**src/rtl/rsp_seq_ctrl.sv**
```systemverilog
// Command/response transaction sequencer: tracks one command from accept through
// response arming, response timeout supervision and completion with error status.
module rsp_seq_ctrl #(
    parameter int unsigned ListenDelay = 2,
    parameter int unsigned NcrMax      = 64
) (
    input  logic       sd_clk_i,
    input  logic       rst_ni,
    input  logic       cmd_start_i,
    input  logic [5:0] cmd_index_i,
    input  logic [1:0] rsp_type_i,
    input  logic       chk_crc_i,
    input  logic       chk_idx_i,
    input  logic       abort_i,
    input  logic       cmd_tx_done_i,
    input  logic       rsp_valid_i,
    input  logic       rsp_crc_corr_i,
    input  logic       rsp_end_bit_err_i,
    input  logic [5:0] rsp_index_i,
    output logic       long_rsp_o,
    output logic       start_listening_o,
    output logic       busy_o,
    output logic       cmd_complete_o,
    output logic       timeout_err_o,
    output logic       crc_err_o,
    output logic       end_bit_err_o,
    output logic       index_err_o
);

    typedef enum logic [2:0] {
        S_IDLE    = 3'd0,
        S_WAIT_TX = 3'd1,
        S_DELAY   = 3'd2,
        S_LISTEN  = 3'd3,
        S_DONE    = 3'd4
    } state_e;

    localparam logic [7:0] LimShort     = 8'(NcrMax + 52);
    localparam logic [7:0] LimLong      = 8'(NcrMax + 140);
    localparam bit         DirectListen = (ListenDelay == 1);
    // DELAY state is entered one cycle after tx_done, so the arm decision lands one count early
    localparam logic [2:0] DelayLast    = (ListenDelay >= 2) ? 3'(ListenDelay - 2) : 3'd0;

    state_e     state_q, state_d;
    logic [2:0] dly_cnt_q, dly_cnt_d;
    logic [7:0] to_cnt_q, to_cnt_d;
    logic [5:0] idx_q, idx_d;
    logic [1:0] type_q, type_d;
    logic       chk_crc_q, chk_crc_d;
    logic       chk_idx_q, chk_idx_d;
    logic       long_q, long_d;
    logic       listen_q, listen_d;
    logic       busy_q, busy_d;
    logic       complete_q, complete_d;
    logic       to_err_q, to_err_d;
    logic       crc_err_q, crc_err_d;
    logic       eb_err_q, eb_err_d;
    logic       idx_err_q, idx_err_d;
    logic [7:0] limit_s;

    assign limit_s = (type_q == 2'b10) ? LimLong : LimShort;

    // State register and registered outputs, synchronous active-low reset
    always_ff @(posedge sd_clk_i) begin
        if (!rst_ni) begin
            state_q    <= S_IDLE;
            dly_cnt_q  <= 3'd0;
            to_cnt_q   <= 8'd0;
            idx_q      <= 6'd0;
            type_q     <= 2'd0;
            chk_crc_q  <= 1'b0;
            chk_idx_q  <= 1'b0;
            long_q     <= 1'b0;
            listen_q   <= 1'b0;
            busy_q     <= 1'b0;
            complete_q <= 1'b0;
            to_err_q   <= 1'b0;
            crc_err_q  <= 1'b0;
            eb_err_q   <= 1'b0;
            idx_err_q  <= 1'b0;
        end else begin
            state_q    <= state_d;
            dly_cnt_q  <= dly_cnt_d;
            to_cnt_q   <= to_cnt_d;
            idx_q      <= idx_d;
            type_q     <= type_d;
            chk_crc_q  <= chk_crc_d;
            chk_idx_q  <= chk_idx_d;
            long_q     <= long_d;
            listen_q   <= listen_d;
            busy_q     <= busy_d;
            complete_q <= complete_d;
            to_err_q   <= to_err_d;
            crc_err_q  <= crc_err_d;
            eb_err_q   <= eb_err_d;
            idx_err_q  <= idx_err_d;
        end
    end

    // Next-state and next-output logic; pulses and error flags default low
    always_comb begin
        state_d    = state_q;
        dly_cnt_d  = dly_cnt_q;
        to_cnt_d   = to_cnt_q;
        idx_d      = idx_q;
        type_d     = type_q;
        chk_crc_d  = chk_crc_q;
        chk_idx_d  = chk_idx_q;
        long_d     = long_q;
        busy_d     = busy_q;
        listen_d   = 1'b0;
        complete_d = 1'b0;
        to_err_d   = 1'b0;
        crc_err_d  = 1'b0;
        eb_err_d   = 1'b0;
        idx_err_d  = 1'b0;

        case (state_q)
            S_IDLE: begin
                if (cmd_start_i) begin
                    state_d   = S_WAIT_TX;
                    idx_d     = cmd_index_i;
                    type_d    = rsp_type_i;
                    chk_crc_d = chk_crc_i;
                    chk_idx_d = chk_idx_i;
                    busy_d    = 1'b1;
                    long_d    = (rsp_type_i == 2'b10);
                end else begin
                    busy_d = 1'b0;
                    long_d = 1'b0;
                end
            end
            S_WAIT_TX: begin
                if (!cmd_tx_done_i) begin
                    state_d = S_WAIT_TX;
                end else if (type_q == 2'b00) begin
                    state_d    = S_DONE;
                    complete_d = 1'b1;
                end else if (DirectListen) begin
                    state_d  = S_LISTEN;
                    listen_d = 1'b1;
                    to_cnt_d = 8'd1;
                end else begin
                    state_d   = S_DELAY;
                    dly_cnt_d = 3'd0;
                end
            end
            S_DELAY: begin
                if (dly_cnt_q == DelayLast) begin
                    state_d  = S_LISTEN;
                    listen_d = 1'b1;
                    to_cnt_d = 8'd1;
                end else begin
                    dly_cnt_d = dly_cnt_q + 3'd1;
                end
            end
            S_LISTEN: begin
                // to_cnt_q counts LISTEN cycles including the current one; a response beats the limit
                if (rsp_valid_i) begin
                    state_d    = S_DONE;
                    complete_d = 1'b1;
                    crc_err_d  = chk_crc_q & ~rsp_crc_corr_i;
                    eb_err_d   = rsp_end_bit_err_i;
                    idx_err_d  = chk_idx_q & (rsp_index_i != idx_q);
                end else if (to_cnt_q == limit_s) begin
                    state_d    = S_DONE;
                    complete_d = 1'b1;
                    to_err_d   = 1'b1;
                end else begin
                    to_cnt_d = to_cnt_q + 8'd1;
                end
            end
            S_DONE: begin
                state_d   = S_IDLE;
                busy_d    = 1'b0;
                long_d    = 1'b0;
                dly_cnt_d = 3'd0;
                to_cnt_d  = 8'd0;
            end
            default: begin
                state_d   = S_IDLE;
                busy_d    = 1'b0;
                long_d    = 1'b0;
                dly_cnt_d = 3'd0;
                to_cnt_d  = 8'd0;
            end
        endcase

        if (abort_i && (state_q != S_IDLE)) begin
            state_d    = S_IDLE;
            busy_d     = 1'b0;
            long_d     = 1'b0;
            listen_d   = 1'b0;
            complete_d = 1'b0;
            to_err_d   = 1'b0;
            crc_err_d  = 1'b0;
            eb_err_d   = 1'b0;
            idx_err_d  = 1'b0;
            dly_cnt_d  = 3'd0;
            to_cnt_d   = 8'd0;
        end else begin
            state_d = state_d;
        end
    end

    assign long_rsp_o        = long_q;
    assign start_listening_o = listen_q;
    assign busy_o            = busy_q;
    assign cmd_complete_o    = complete_q;
    assign timeout_err_o     = to_err_q;
    assign crc_err_o         = crc_err_q;
    assign end_bit_err_o     = eb_err_q;
    assign index_err_o       = idx_err_q;

endmodule
```
**config.mk**
```make
export PLATFORM = sky130hd
export DESIGN_NAME = rsp_seq_ctrl
export DESIGN_NICKNAME = d
export VERILOG_FILES = /design/src/rtl/rsp_seq_ctrl.sv
export SDC_FILE = /design/constraint.sdc
export NUM_CORES = 1
export LEC_CHECK = 0
export ABC_AREA = 1
export CAP_MARGIN = 10
export CORE_MARGIN = 2
export CORE_UTILIZATION = 50
export CTS_CLUSTER_SIZE = 12
export DETAILED_ROUTE_END_ITERATION = 12
export PLACE_DENSITY = 0.74
export SETUP_SLACK_MARGIN = 0.02
export SLEW_MARGIN = 10
export SYNTH_ARGS = -nofsm -noshare
export SYNTH_HDL_FRONTEND = slang
export SYNTH_SLANG_ARGS = --single-unit
```
**constraint.sdc**
```tcl
create_clock -name sd_clk_i -period 1.9 [get_ports sd_clk_i]
set_clock_uncertainty 0.05 [all_clocks]
set_input_delay 0.19 -clock sd_clk_i [delete_from_list [all_inputs] [get_ports sd_clk_i]]
set_output_delay 0.19 -clock sd_clk_i [all_outputs]
set_load 0.02 [all_outputs]
```
=== Word level (Yosys, flattened, before mapping) ===
Cells that the tools add are included.

* Register bits after elaboration: 32
* Bits of input ports: 24
* Output and inout port bits: 8
* Word-level logic and storage cells: 83

* Add/subtract/negate cells: 2
* Eq/ne operators: 15
* Mux-type cells: 26
* Bitwise gates (word level): 9
* Reductions and logical operators: 16

{| class="wikitable"
|+ Operator list
! cell !! count
|-
| $mux W8 || 4
|-
| $mux W3 || 9
|-
| $pmux W8 S3 || 1
|-
| $ne A2 B2 Y1 const B || 7
|-
| $pmux W3 S4 || 1
|-
| $pmux W3 S3 || 1
|-
| $add A8 B1 Y8 const B || 1
|-
| $eq A8 B8 Y1 || 1
|-
| $reduce_and A4 Y1 || 2
|-
| $reduce_or A4 Y1 || 2
|-
| $mux W1 || 7
|-
| $not A1 Y1 || 7
|-
| $eq A3 B2 Y1 const B || 2
|-
| $logic_not A3 Y1 || 2
|-
| $ne A6 B6 Y1 || 1
|-
| $pmux W1 S2 || 3
|-
| $reduce_or A2 Y1 || 3
|-
| $reduce_or A3 Y1 || 2
|-
| $eq A2 B2 Y1 const B || 2
|-
| $add A3 B1 Y3 const B || 1
|-
| $eq A3 B1 Y1 const B || 1
|-
| $ne A3 B3 Y1 const B || 1
|-
| $reduce_and A3 Y1 || 1
|-
| $reduce_bool A3 Y1 || 1
|-
| 4 further kinds || 5
|}

=== Longest topological paths before layout ===
Gate-level depths: netlist of run 1.

* Depth after elaboration: 6
* Depth in mapped cells: 11
* Mapped depth without buffers: 10

=== Worst setup path before layout of run 1 ===
OpenSTA, ideal clock, no wires.

* Path kind: flip-flop to flip-flop
* Start point: register to_cnt_q[0]
* End point: register to_cnt_q[0]
* Setup time: 0.064 ns
* Arrival: 1.263 ns
* Required time: 1.786 ns
* Slack: 0.523 ns
* Stages on the path, launching flop included: 11
* Buffers on the path: 0
* Period minus slack after synthesis: 1.377 ns
* Path through: dfxtp_1 -> inv_1 -> ha_1 -> nand2_1 -> nor2_1 -> nand3_1 -> nand2_1 -> nand2_1 -> nand3_1 -> nand2_1 -> nor2_1

* Word-level cells in the longest chain between the ends: 4
* Elaborated cells on any way between the ends: 7
* Classes of those cells: add/sub (1); eq/ne (2); mux (3); reduce/logical (1)

{| class="wikitable"
|+ RTL lines
! item !! line !! RTL
|-
| from (decl) || 46 || <nowiki>logic [7:0] to_cnt_q, to_cnt_d;</nowiki>
|-
| from (signal assigned) || 84 || <nowiki>to_cnt_q <= to_cnt_d;</nowiki>
|-
| $add A8 B1 Y8 || 170 || <nowiki>to_cnt_d = to_cnt_q + 8'd1;</nowiki>
|-
| $mux W8 || 165 || <nowiki>end else if (to_cnt_q == limit_s) begin</nowiki>
|-
| $mux W8 || 159 || <nowiki>if (rsp_valid_i) begin</nowiki>
|-
| $pmux W8 S3 || 118 || <nowiki>case (state_q)</nowiki>
|}

Several ways; a longest one is shown, not always the timed one. The select of a mux whose other input is x is not followed.
A chain may end at the register's enable or synchronous reset.

=== Worst setup path after layout of run 1 ===
* Start point: register to_cnt_q[0]
* End point: register to_cnt_q[6]

Same word-level chain as after synthesis.

==> flow_summary_export.csv, run 1 <==
group,metric,value,unit
min_path,whs_path_depth,3,
grt,grt_pass1_vias,1383,
timing,max-slew-margin-rel,73.91,%
timing,rsz0062_at_grt,"false",
critical_path,crit_type,"flop to flop",
power_and_ir_drop,p_per_area,1055,nW/um^2
clocking,clk_pin_slew,0.09,ns
critical_path,r2r-start,"to_cnt_q[0]",
timing,fmax,614.6,MHz
floorplan,coreArea,3284,um^2
timing,hold_violations,0,
critical_path,crit_top_cell,"nand2_1",
clocking,postCtsSetupBuffers,0,
placed_design,dp_cells,314,
route,ant_nets,0,
critical_path,cp_max_fo,5,
logic_synthesis,ys_ff_latch,32,
run,drv_cap,0,
min_path,hp-class,"input port to flop",
route,vias_per_cell,4.869,
logic_synthesis,syn_inst,238,
logic_synthesis,netlist_area,1674,um^2
critical_path,crit_buf_inv,1,
layout,insertedDiodeCount,0,
floorplan,io_pins,32,
logic_synthesis,yosys_warnings,0,
critical_path,timing.rr.end,"to_cnt_q[6]",
route,num_vias,1563,
timing,worstMarginPinSlew,0.3909,ns
clocking,cts_sinks,32,
timing,final.setup.tns,0,ns
critical_path,rrSetupSlack,0.27,ns
clocking,cts-root-buf,"clkbuf_4",
grt,overflow,0,
logic_synthesis,syn_nets,266,
logic_synthesis,async_flop_share,0,%
grt,grt_max_degree,15,
placed_design,dpl.hpwl,2.700,mm
floorplan,die_h,61.87,um
layout,final_nets,303,
grt,grt_pass1_wl,5.789,mm
logic_synthesis,synth_top_cell_area_share,38.27,%
clocking,htree_levels,2,
clocking,cts_resized,0,
route,initialDrtViolationCount,84,
critical_path,crit_arrival,1.86,ns
power_and_ir_drop,leakage,0.8631,nW
timing,setup_viol,0,
floorplan,initial_core_util,50.97,%
min_path,min_from,"rsp_end_bit_err_i",
clocking,clk_path_buf_depth,2,
layout,area_delta_synth_final,24.96,%
floorplan,die_area,3827,um^2
floorplan,rows,21,
critical_path,crit_path_start_kind,"flop",
logic_synthesis,netlist_top_cells_count,"nand2_1, nor2_1, dfxtp_1, inv_1, a21oi_1",
timing,finalCriticalPeriod,1.627,ns
layout,final_cells,321,
clocking,cts_buffers,5,
route,wl_per_cell,10.84,um
route,wl,3.480,mm
critical_path,cp_slowest_cell,"dfxtp_1",
critical_path,cp_top_family,"simple AND/OR/NAND/NOR gates",
status,status,"completed",
route,drc_errors,0,
route,drt_first_pass_iters,4,
timing,finalCritPeriodShare,85.64,%
critical_path,endpoint_kind,"flop",
placed_design,pre_cts_ws,0.2911,ns
power_and_ir_drop,ir_drop,0.5450,mV
timing,drv_slew,0,
critical_path,cp.required,2.13,ns
clocking,cts_tree,"built",
floorplan,die_x,61.87,um
logic_synthesis,seq_area_frac_synth,38.27,%
logic_synthesis,synth-edff-count,0,
logic_synthesis,synth.most_common_cell,"nand2_1",
timing,whs,0.3254,ns
placed_design,globalplace.congestion,0.9041,
logic_synthesis,synth_top_area_cell,"dfxtp_1",
placed_design,placed_area,2046,um^2
clocking,clock_latency,0.33,ns
logic_synthesis,synth_area_per_cell,7.034,um^2
min_path,min_to,"end_bit_err_o",
grt,antenna_found_initial,0,
layout,drive_gt1_share,8.727,%
logic_synthesis,synth_top_flop_cell,"dfxtp_1",
logic_synthesis,synth_cell_type_count,28,
critical_path,max_stage_delay,0.36,ns
critical_path,reg2reg_depth,10,
layout,final_cell_area,2092,um^2
clocking,hold_buffers,0,
placed_design,io_buffers,31,
layout,fillers,330,
critical_path,cp_cell_sequence,"inv_1 -> ha_1 -> nand2_1 -> nor2_1 -> nand3_1 -> nand2_1 -> nand2_1 -> nand3_1 -> nand2_1 -> nor2_1",
logic_synthesis,yosys-top-cells-area,"dfxtp_1, nand2_1, nor2_1, inv_1, a21oi_1",
grt,grt_usage,20.63,%
timing,worst_slack,0.2728,ns
-- worst min-delay path: stages --
cell             delay, ns
clkdlybuf4s50_1       0.40
inv_1                 0.05
nor2_1                0.04
-- worst max path at each step --
stage / startpoint / end / slack [ns] / cells past startpoint
floorplan: to_cnt_q[0] / to_cnt_q[0] / 0.52 / 10
global placement: state_q[1] / timeout_err_o / 0.31 / 6
finish: to_cnt_q[0] / to_cnt_q[6] / 0.27 / 10
global route: to_cnt_q[0] / to_cnt_q[6] / 0.12 / 10
CTS: to_cnt_q[0] / to_cnt_q[6] / 0.29 / 10
detailed placement: cmd_start_i / chk_crc_q / 0.29 / 6
-- flip-flops by register name, summed over array words and instances, names as in the netlist --
name               count
to_cnt_q               8
idx_q                  6
dly_cnt_q              3
state_q                3
type_q                 2
busy_o                 1
chk_crc_q              1
chk_idx_q              1
cmd_complete_o         1
crc_err_o              1
end_bit_err_o          1
index_err_o            1
long_rsp_o             1
start_listening_o      1
timeout_err_o          1
-- power by group --
part	internal, mW	switching (mW)	total (mW)	leakage, nW
clock network	0.136	0.222	0.358	0.0281
registers	0.813	0.120	0.933	0.261
logic	0.353	0.564	0.917	0.574
-- per-layer routing --
layer / GRT usage [%] / share of wire [%] / up-vias
li1: - / - / 836
met1: 25.35 / 47 / 693
met4: 8.511 / 1.9 / 0
met3: 6.625 / 4.0 / 6
met5: 0 / 0 / -
met2: 33.38 / 47 / 28
-- final cells by class --
class                   instances  area [um^2]  share of cell area [%]
flip-flops and latches         32        640.6                   30.62
well taps                      46        57.56                   2.751
multi-input cells             169        885.9                   42.34
repair buffers                 34        332.8                   15.91
inverters                      33        128.9                   6.160
clock buffers                   6        41.29                   1.974
clock inverters                 1        5.005                  0.2392
-- metrics by stage --
| stage | power, mW | util (%) |
|---|---|---|
| 4_1_cts | 2.225 | 63.70 |
| 6_report | 2.208 | 63.70 |
| 3_5_place_dp | 1.865 | 62.29 |
| 5_1_grt | 2.411 | 63.70 |
| 2_1_floorplan | 1.627 | - |
| 3_3_place_gp | 1.849 | 62.29 |
-- kinds of logic after synthesis --
group	after synthesis	synth area share, %
simple gates	124	35.43
xor+xnor	5	2.616
fa+ha+maj	4	2.990
flops	32	38.27
compound gates	36	11.88
buf+inv	37	8.818
-- cell usage in the layout, fill, tap and decap left out, types with 4 or more instances in the layout --
cell,instances
o21ai_0,14
nand2_1,50
clkdlybuf4s50_1,31
nor2_1,35
clkbuf_4,5
nand4_1,5
a21oi_1,18
dfxtp_1,32
nand3_1,17
xnor2_1,5
inv_1,29
ha_1,4
Note: power is estimated with default switching activity, not from simulation.
==> run 2, diff against run 1 <==
--- a/config.mk
+++ b/config.mk
@@ -17,3 +17,4 @@
 export SYNTH_ARGS = -nofsm -noshare
 export SYNTH_HDL_FRONTEND = slang
 export SYNTH_SLANG_ARGS = --single-unit
+export TNS_END_PERCENT = 10
==> constraint.sdc (replaced) <==
create_clock -name sd_clk_i -period 1.7 [get_ports sd_clk_i]
set_clock_uncertainty 0.05 [all_clocks]
set_input_delay 0.17 -clock sd_clk_i [delete_from_list [all_inputs] [get_ports sd_clk_i]]
set_output_delay 0.17 -clock sd_clk_i [all_outputs]
set_load 0.02 [all_outputs]
==> flow_summary_export.csv, run 2 (synthesis results as in run 1) <==
group,metric,value,unit
layout,final_nets,307,
layout,final_common_cell,"nand2_1",
floorplan,coreArea,3284,um^2
clocking,clk_path_buf_depth,2,
floorplan,die_h,61.87,um
clocking,hold_buffers,0,
clocking,clk_pin_slew,0.10,ns
min_path,whs_path_depth,3,
clocking,clock_latency,0.33,ns
critical_path,endpoint_kind,"flop",
critical_path,crit_buf_inv,2,
route,drc_errors,0,
critical_path,crit_arrival,1.71,ns
floorplan,initial_core_util,50.97,%
timing,rsz0062_at_grt,"false",
route,vias_per_cell,4.963,
timing,max-slew-margin-rel,73.71,%
critical_path,cp_cell_sequence,"inv_2 -> nand3_4 -> inv_2 -> a21oi_4 -> nand3_4 -> a21oi_1 -> nor2_1",
timing,finalCritPeriodShare,89.19,%
route,drt_first_pass_iters,4,
route,wl,3.537,mm
timing,finalCriticalPeriod,1.516,ns
timing,final.setup.tns,0,ns
critical_path,cp_top_family,"flip-flops",
timing,drv_slew,0,
min_path,hp-class,"input port to flop",
layout,area_delta_synth_final,28.85,%
layout,insertedDiodeCount,0,
min_path,min_from,"rsp_end_bit_err_i",
clocking,cts-root-buf,"clkbuf_4",
grt,grt_max_degree,15,
clocking,cts_tree,"built",
floorplan,io_pins,32,
critical_path,rrSetupSlack,0.18,ns
power_and_ir_drop,p_per_area,1255,nW/um^2
layout,top_regs,"to_cnt_q x8, idx_q x6",
route,wl_per_cell,10.85,um
clocking,cts_buffers,5,
status,status,"completed",
floorplan,die_area,3827,um^2
layout,drive_gt1_share,11.07,%
placed_design,io_buffers,31,
layout,layout_common_cells,"nand2_1, nor2_1, dfxtp_1",
grt,grt_pass1_vias,1361,
layout,largest_reg_flops,8,
layout,largest_register,"to_cnt_q",
power_and_ir_drop,leakage,0.8956,nW
power_and_ir_drop,ir_drop,0.5947,mV
grt,overflow,0,
clocking,cts_sinks,32,
critical_path,timing.rr.end,"to_cnt_q[1]",
clocking,htree_levels,2,
critical_path,reg2reg_depth,7,
route,initialDrtViolationCount,65,
grt,grt_pass1_wl,5.747,mm
critical_path,max_stage_delay,0.48,ns
timing,fmax,659.5,MHz
critical_path,cp_max_fo,10,
placed_design,globalplace.congestion,0.8563,
route,num_vias,1618,
power_and_ir_drop,power,2.708,mW
critical_path,cp.required,1.89,ns
timing,hold_violations,0,
floorplan,die_x,61.87,um
grt,antenna_found_initial,0,
placed_design,dpl.hpwl,2.693,mm
timing,setup_viol,0,
min_path,min_to,"end_bit_err_o",
floorplan,rows,21,
critical_path,cp_slowest_cell,"dfxtp_1",
critical_path,crit_type,"flop to flop",
run,drv_cap,0,
grt,grt_usage,20.74,%
route,ant_nets,0,
critical_path,r2r-start,"state_q[0]",
timing,whs,0.3047,ns
critical_path,crit_path_start_kind,"flop",
timing,worstMarginPinSlew,0.3939,ns
-- run 2: cell count changes in the layout (fill, tap and decap cells not counted), sizes merged --
cell / previous run / this run
buf: 3 / 7
bufinv: 0 / 1
-- run 2: worst reg2reg max path, stage by stage, from the launching register on --
cell and delay (ns):
dfxtp_1 0.48, inv_2 0.10, nand3_4 0.11, inv_2 0.07
a21oi_4 0.25, nand3_4 0.17, a21oi_1 0.15, nor2_1 0.04
-- run 2: metal layers --
layer | track usage, % | share of wire, %
met2 | 33.53 | 47
met1 | 26.01 | 47
met3 | 5.383 | 4.3
met5 | 0 | 0
met4 | 9.119 | 1.8
-- run 2: what timing repair did --
item	4_1_cts	5_1_grt
setup buffers	0	2
setup endpoints to repair	0	2
gates resized for setup	0	2
-- run 2: worst max-delay path by stage --
stage / start / end / slack [ns] / cells past startpoint
after global routing: state_q[1] / dly_cnt_q[2] / 0.04 / 10
after CTS: state_q[1] / dly_cnt_q[2] / 0.15 / 7
after floorplan: to_cnt_q[0] / to_cnt_q[0] / 0.32 / 10
after detailed placement: cmd_tx_done_i / dly_cnt_q[2] / 0.16 / 10
after global placement: state_q[0] / to_cnt_q[1] / 0.18 / 7
final: state_q[0] / to_cnt_q[1] / 0.18 / 7
-- run 2: through the flow --
stage / instances / util [%] / setup slack [ns] / cell area (um^2)
after floorplan: 238 / - / 0.3230 / 1674
after global placement: 316 / 62.74 / 0.1829 / 2061
after detailed placement: 316 / 62.74 / 0.1590 / 2061
after CTS: 324 / 65.07 / 0.1547 / 2137
after global routing: 326 / 65.68 / 0.03674 / 2157
final: 326 / 65.68 / 0.1837 / 2157
-- run 2: where the power goes --
group / internal [mW] / switching [mW]
clock network: 0.308 / 0.270
registers: 0.909 / 0.132
logic: 0.445 / 0.644
total: 1.66 / 1.05
-- run 2: layout make-up --
type                       count  area [um^2]
clock buffer                   6        41.29
clock inverter                 2        35.03
inverter                      33        128.9
sequential                    32        640.6
timing repair buffer          38        362.8
tap                           46        57.56
fill                         319         1127
multi-input combinational    169        890.9
